## src/rtl/gm_hook_pkg.sv

```systemverilog
// rtl/gm_hook_pkg.sv - shared hook enums and default limits
package gm_hook_pkg;

  typedef enum logic [1:0] {
    MODE_SWING   = 2'd0,
    MODE_EXTEND  = 2'd1,
    MODE_RETRACT = 2'd2
  } mode_t;

  typedef enum logic [1:0] {
    PHASE_IDLE   = 2'd0,
    PHASE_UPDATE = 2'd1,
    PHASE_KICK   = 2'd2,
    PHASE_WAIT   = 2'd3
  } phase_t;

  // Limits shared with the hook drawer and collision logic
  localparam int unsigned GM_DEG_MIN      = 20;
  localparam int unsigned GM_DEG_MAX      = 160;
  localparam int unsigned GM_DEG_REST     = 90;
  localparam int unsigned GM_DEG_STEP     = 2;
  localparam int unsigned GM_LEN_MIN      = 16;
  localparam int unsigned GM_LEN_MAX      = 240;
  localparam int unsigned GM_EXT_STEP     = 4;
  localparam int unsigned GM_RET_FAST     = 4;
  localparam int unsigned GM_RET_SLOW     = 1;
  localparam int unsigned GM_DONE_TIMEOUT = 1023;

endpackage

```

## src/rtl/hook_draw_seq.sv

```systemverilog
// rtl/hook_draw_seq.sv - per-frame draw handshake: update strobe, kick, wait for done
module hook_draw_seq
  import gm_hook_pkg::*;
#(
  parameter int unsigned DONE_TIMEOUT = GM_DONE_TIMEOUT
) (
  input  logic clock,
  input  logic resetn,
  input  logic frame_tick,
  input  logic draw_done,
  output logic update,
  output logic draw_enable,
  output logic frame_drop,
  output logic draw_timeout
);

  localparam int CW = $clog2(DONE_TIMEOUT + 1);

  phase_t          phase_q, phase_d;
  logic [CW-1:0]   wait_cnt_q, wait_cnt_d;
  logic            drop_d;
  logic            timeout_d;

  always_ff @(posedge clock) begin
    if (!resetn) begin
      phase_q      <= PHASE_IDLE;
      wait_cnt_q   <= '0;
      frame_drop   <= 1'b0;
      draw_timeout <= 1'b0;
    end else begin
      phase_q      <= phase_d;
      wait_cnt_q   <= wait_cnt_d;
      frame_drop   <= drop_d;
      draw_timeout <= timeout_d;
    end
  end

  always_comb begin
    phase_d    = phase_q;
    wait_cnt_d = wait_cnt_q;
    timeout_d  = draw_timeout;
    // Ticks are never queued; any tick seen outside IDLE is lost
    drop_d     = frame_tick && (phase_q != PHASE_IDLE);
    case (phase_q)
      PHASE_IDLE: begin
        if (frame_tick) phase_d = PHASE_UPDATE;
      end
      PHASE_UPDATE: begin
        phase_d = PHASE_KICK;
      end
      PHASE_KICK: begin
        phase_d    = PHASE_WAIT;
        wait_cnt_d = '0;
      end
      PHASE_WAIT: begin
        if (draw_done) begin
          phase_d = PHASE_IDLE;
        end else if (wait_cnt_q == CW'(DONE_TIMEOUT - 1)) begin
          phase_d   = PHASE_IDLE;
          timeout_d = 1'b1;
        end else begin
          wait_cnt_d = wait_cnt_q + 1'b1;
        end
      end
      default: phase_d = PHASE_IDLE;
    endcase
  end

  assign update      = (phase_q == PHASE_UPDATE);
  assign draw_enable = (phase_q == PHASE_KICK);

endmodule

```

## src/rtl/hook_motion.sv

```systemverilog
// rtl/hook_motion.sv - hook swing angle and rope length, advanced once per frame
module hook_motion
  import gm_hook_pkg::*;
#(
  parameter int unsigned DEG_MIN      = GM_DEG_MIN,
  parameter int unsigned DEG_MAX      = GM_DEG_MAX,
  parameter int unsigned DEG_STEP     = GM_DEG_STEP,
  parameter int unsigned LEN_MIN      = GM_LEN_MIN,
  parameter int unsigned LEN_MAX      = GM_LEN_MAX,
  parameter int unsigned EXT_STEP     = GM_EXT_STEP,
  parameter int unsigned RET_FAST     = GM_RET_FAST,
  parameter int unsigned RET_SLOW     = GM_RET_SLOW,
  parameter int unsigned DONE_TIMEOUT = GM_DONE_TIMEOUT
) (
  input  logic       clock,
  input  logic       resetn,
  input  logic       frame_tick,
  input  logic       fire,
  input  logic       hit,
  input  logic       draw_done,
  output logic [8:0] degree,
  output logic [9:0] length,
  output logic       draw_enable,
  output logic [1:0] mode,
  output logic       grabbed,
  output logic       retract_done,
  output logic       frame_drop,
  output logic       draw_timeout
);

  logic        update;
  mode_t       mode_q, mode_d;
  logic [8:0]  degree_q, degree_d;
  logic [9:0]  length_q, length_d;
  logic        dir_up_q, dir_up_d;
  logic        grabbed_q, grabbed_d;
  logic        fire_latch_q, fire_latch_d;
  logic        retract_done_q, retract_done_d;

  logic [9:0]         deg_up;
  logic signed [11:0] deg_dn;
  logic [10:0]        len_ext;
  logic signed [11:0] len_ret;

  hook_draw_seq #(
    .DONE_TIMEOUT(DONE_TIMEOUT)
  ) u_draw_seq (
    .clock        (clock),
    .resetn       (resetn),
    .frame_tick   (frame_tick),
    .draw_done    (draw_done),
    .update       (update),
    .draw_enable  (draw_enable),
    .frame_drop   (frame_drop),
    .draw_timeout (draw_timeout)
  );

  // Widened so that overshooting a limit is visible before clamping
  assign deg_up  = {1'b0, degree_q} + 10'(DEG_STEP);
  assign deg_dn  = $signed({3'b000, degree_q}) - $signed(12'(DEG_STEP));
  assign len_ext = {1'b0, length_q} + 11'(EXT_STEP);
  assign len_ret = $signed({2'b00, length_q}) - $signed(12'(grabbed_q ? RET_SLOW : RET_FAST));

  always_ff @(posedge clock) begin
    if (!resetn) begin
      mode_q         <= MODE_SWING;
      degree_q       <= 9'(GM_DEG_REST);
      length_q       <= 10'(LEN_MIN);
      dir_up_q       <= 1'b1;
      grabbed_q      <= 1'b0;
      fire_latch_q   <= 1'b0;
      retract_done_q <= 1'b0;
    end else begin
      mode_q         <= mode_d;
      degree_q       <= degree_d;
      length_q       <= length_d;
      dir_up_q       <= dir_up_d;
      grabbed_q      <= grabbed_d;
      fire_latch_q   <= fire_latch_d;
      retract_done_q <= retract_done_d;
    end
  end

  always_comb begin
    mode_d         = mode_q;
    degree_d       = degree_q;
    length_d       = length_q;
    dir_up_d       = dir_up_q;
    grabbed_d      = grabbed_q;
    retract_done_d = 1'b0;
    fire_latch_d   = fire_latch_q | (fire && (mode_q == MODE_SWING));
    if (update) begin
      case (mode_q)
        MODE_SWING: begin
          if (fire_latch_q) begin
            mode_d       = MODE_EXTEND;
            fire_latch_d = 1'b0;
          end else if (dir_up_q) begin
            if (deg_up >= 10'(DEG_MAX)) begin
              degree_d = 9'(DEG_MAX);
              dir_up_d = 1'b0;
            end else begin
              degree_d = deg_up[8:0];
            end
          end else begin
            if (deg_dn <= $signed(12'(DEG_MIN))) begin
              degree_d = 9'(DEG_MIN);
              dir_up_d = 1'b1;
            end else begin
              degree_d = deg_dn[8:0];
            end
          end
        end
        MODE_EXTEND: begin
          // A hit outranks reaching full length on the same frame
          if (hit) begin
            grabbed_d = 1'b1;
            mode_d    = MODE_RETRACT;
          end else if (len_ext >= 11'(LEN_MAX)) begin
            length_d = 10'(LEN_MAX);
            mode_d   = MODE_RETRACT;
          end else begin
            length_d = len_ext[9:0];
          end
        end
        MODE_RETRACT: begin
          if (len_ret <= $signed(12'(LEN_MIN))) begin
            length_d       = 10'(LEN_MIN);
            mode_d         = MODE_SWING;
            grabbed_d      = 1'b0;
            retract_done_d = 1'b1;
          end else begin
            length_d = len_ret[9:0];
          end
        end
        default: mode_d = MODE_SWING;
      endcase
    end
  end

  assign degree       = degree_q;
  assign length       = length_q;
  assign mode         = mode_q;
  assign grabbed      = grabbed_q;
  assign retract_done = retract_done_q;

endmodule

```

## config.mk

```make
export PLATFORM = sky130hd
export DESIGN_NAME = hook_motion
export DESIGN_NICKNAME = d
export VERILOG_FILES = /design/src/rtl/gm_hook_pkg.sv /design/src/rtl/hook_draw_seq.sv /design/src/rtl/hook_motion.sv
export SDC_FILE = /design/constraint.sdc
export NUM_CORES = 1
export LEC_CHECK = 0
export CORE_MARGIN = 4
export CORE_UTILIZATION = 58
export CTS_CLUSTER_SIZE = 28
export DETAILED_ROUTE_END_ITERATION = 7
export DONT_BUFFER_PORTS = 1
export PLACE_DENSITY = 0.76
export RECOVER_POWER = 50
export SLEW_MARGIN = 25
export SYNTH_ARGS = -nofsm -noshare
export SYNTH_HDL_FRONTEND = slang
export SYNTH_SLANG_ARGS = --single-unit
```

## constraint.sdc

```tcl
create_clock -name clock -period 2.5 [get_ports clock]
set_clock_uncertainty 0.05 [all_clocks]
set_input_delay 0.125 -clock clock [delete_from_list [all_inputs] [get_ports clock]]
set_output_delay 0.125 -clock clock [all_outputs]
set_load 0.02 [all_outputs]
```

==> impl_metrics.env <==
export IMPL_syn_mean_instance_area_um2=7.597
export IMPL_grt_pass1_wl_um=12210
export IMPL_die_area_mm2=0.005907
export IMPL_crit_type="flop to flop"
export IMPL_area_growth_pct=10.37
export IMPL_period_share_pct=94.38
export IMPL_grt_pass1_vias=2604
export IMPL_antenna_found_initial=1
export IMPL_dpl_hpwl_um=5305
export IMPL_htreeDepth=2
export IMPL_syn_area_mm2=0.002750
export IMPL_totalWireLength_um=7378
export IMPL_cts_root_buf="clkbuf_8"
export IMPL_grt_max_degree=16
export IMPL_cp_start_kind="flop"
export IMPL_endpoint_kind="flop"
export IMPL_layout_commonest_cell="dfxtp_1"
export IMPL_ys_warnings_count=0
export IMPL_numCtsBuffers=5
export IMPL_cap_violations=0
export IMPL_drcViolationCount=0
export IMPL_grt_ovfl_total=0
export IMPL_hold_depth=1
export IMPL_outcome="complete, no violations"
export IMPL_ir_drop_v=0.0004731
export IMPL_tightest_slew_ns=0.7753
export IMPL_die_w_um=76.86
export IMPL_cp_max_fo=7
export IMPL_p_total_mw=1.881
export IMPL_ys_types=63
export IMPL_hold_violations=0
export IMPL_rr_worst_depth=6
export IMPL_syn_nets=385
export IMPL_hold_path_class="primary input to flop"
export IMPL_rr_startpoint="length[2]"
export IMPL_dr_total_vias=2815
export IMPL_n_fill_cell=406
export IMPL_start_util_pct=61.47
export IMPL_first_iter_violations=227
export IMPL_r2r_end="mode[1]"
export IMPL_path_clk_slew_ns=0.09
export IMPL_place_gp_congestion=0.9497
export IMPL_cts_tree="built"
export IMPL_netlist_instances=362
export IMPL_power_density_mw_per_mm2=619.8
export IMPL_antenna_left=0
export IMPL_r2r_setup_slack_ns=0.14
export IMPL_max_slew_margin_pct=48.31
export IMPL_core_area_mm2=0.004474
export IMPL_grt_util_all_layers_pct=25.03
export IMPL_crit_path_end="mode[1]"
export IMPL_ys_seq_area_share_pct=27.66
export IMPL_arrival_ns=2.54
export IMPL_maxSlewViolCount=0
export IMPL_cts_sinks=38
export IMPL_ys_ff_latch=38
export IMPL_num_rows=24
export IMPL_final_cell_mix="dfxtp_1 (36), o21ai_0 (32), a21oi_1 (30), nor2_1 (30), nand2_1 (29)"
export IMPL_final_setup_tns_ns=0
export IMPL_ys_async_sr_fraction_pct=0
export IMPL_p_leak_nw=1.093
export IMPL_place_port_buffers=0
export IMPL_design_area_mm2=0.003035
export IMPL_fmaxAchievable_ghz=0.4238
export IMPL_min_period_ns=2.360
export IMPL_io_pins=32
export IMPL_cts_buffer_depth=2
export IMPL_clk_latency_ns=0.30
export IMPL_worst_ep_required_time_ns=2.68
export IMPL_die_height_um=76.86
export IMPL_first_pass_iters=6
export IMPL_nNetsFinal=404
export IMPL_vias_per_cell=6.471
export IMPL_drive_gt1_share_pct=11.26
export IMPL_placed_area_mm2=0.002940
export IMPL_synth_edff_count=0
export IMPL_crit_start="length[2]"
export IMPL_synthFlopType="dfxtp_1"
export IMPL_setup_viol=0
export IMPL_rsz0062_at_grt="false"
export IMPL_drt_wirelength_per_cell_um=16.96
cells by family (layout without fill, tap and decap cells):
logic type / Yosys count / in the layout / share of synthesized area, %
AO/OA/AOI/OAI: 107 / 107 / 26.43
buffers and inverters: 47 / 67 / 7.097
flip-flops: 38 / 38 / 27.66
multiplexers: 5 / 5 / 1.865
AND/OR/NAND/NOR: 136 / 136 / 25.57
adder cells (fa/ha/maj): 17 / 17 / 7.734
other: 1 / 2 / 0.1364
XOR/XNOR: 11 / 11 / 3.503
synthesized netlist by cell type, drive strengths merged (2+ instances only):
master | count | area share [%]
a2111oi | 2 | 1.3
a211o | 2 | 0.64
a211oi | 3 | 1.2
a21oi | 30 | 5.5
a221o | 3 | 1.1
a221oi | 2 | 0.86
a22oi | 3 | 0.82
a31oi | 9 | 2.0
a41oi | 4 | 1.5
and2 | 2 | 0.45
and3 | 8 | 1.8
and4 | 3 | 0.96
buf | 7 | 1.6
clkbuf | 12 | 1.6
dfxtp | 38 | 28
ha | 17 | 7.7
inv | 27 | 3.7
mux2i | 4 | 1.5
nand2 | 29 | 4.0
nand2b | 7 | 1.7
nand3 | 14 | 2.5
nand3b | 3 | 0.82
nand4 | 5 | 1.1
nor2 | 30 | 4.1
nor2b | 2 | 0.45
nor3 | 17 | 3.1
nor3b | 3 | 0.82
o211ai | 3 | 0.82
o21ai | 34 | 6.3
o22ai | 2 | 0.45
or3 | 7 | 1.8
xnor2 | 9 | 2.9
xor2 | 2 | 0.64
stage by stage:
| step | hold WS [ns] | worst slack, ns | utilization (%) | std cells |
|---|---|---|---|---|
| finish | 0.03036 | 0.1404 | 67.84 | 435 |
| global route | 0.02398 | 0.008154 | 67.84 | 435 |
| CTS | 0.02337 | 0.1300 | 68.51 | 434 |
| detailed placement | 0.1645 | 0.1417 | 65.72 | 423 |
| global placement | 0.1617 | 0.2137 | 65.72 | 423 |
| floorplan | 0.2004 | 0.03315 | - | 362 |
metal layers:
layer | vias up | wire [um] | GRT usage (%) | part of all wire (%)
li1 | 1343 | - | - | -
met5 | - | 0 | 0 | 0
met4 | 0 | 198 | 11.78 | 2.7
met3 | 22 | 578 | 6.089 | 7.8
met2 | 138 | 3507 | 40.16 | 48
met1 | 1312 | 3093 | 31.43 | 42
timing repair:
item / in CTS / in global routing
hold endpoints to repair: 13 / 0
hold buffers: 3 / 0
setup endpoints to repair: 0 / 2
buffers inserted: 0 / 0
gates resized for setup: 0 / 2
cell type report:
cell class | instances | area (um2) | share of cell area (%)
antenna | 1 | 2.502 | 0.08244
multi-input combinational | 277 | 1805 | 59.48
timing repair buffer | 31 | 198.9 | 6.554
sequential | 38 | 763.2 | 25.14
clock inverter | 2 | 12.51 | 0.4122
tap | 52 | 65.06 | 2.143
inverter | 28 | 105.1 | 3.462
clock buffer | 6 | 82.58 | 2.721
worst max-delay path: stages, from the launching register on:
cell      delay [ns]
dfxtp_2         0.35
clkbuf_1        0.42
a31oi_1         0.17
or4_1           0.49
a21boi_1        0.20
a221oi_2        0.40
mux2i_1         0.22
worst min-delay path by stage:
stage	slack, ns	end	start
after floorplan	0.20	degree[5]	resetn
after global placement	0.16	length[4]	resetn
after detailed placement	0.16	length[4]	resetn
after CTS	0.02	retract_done	resetn
after global routing	0.02	retract_done	resetn
final	0.03	retract_done	resetn
power by group:
group / internal, mW / switching (mW) / leakage (nW)
combinational: 0.262 / 0.440 / 0.737
clock: 0.222 / 0.237 / 0.0472
sequential: 0.657 / 0.0625 / 0.309
registers in the layout, summed over array words and instances, names as in the netlist:
register / flops
mode: 2
u_draw_seq.draw_timeout: 1
fire_latch_q: 1
length: 10
dir_up_q: 1
degree: 8
u_draw_seq.frame_drop: 1
retract_done: 1
grabbed: 1
u_draw_seq.phase_q: 2
u_draw_seq.wait_cnt_q: 10
Note: power is estimated with default switching activity, not from simulation.
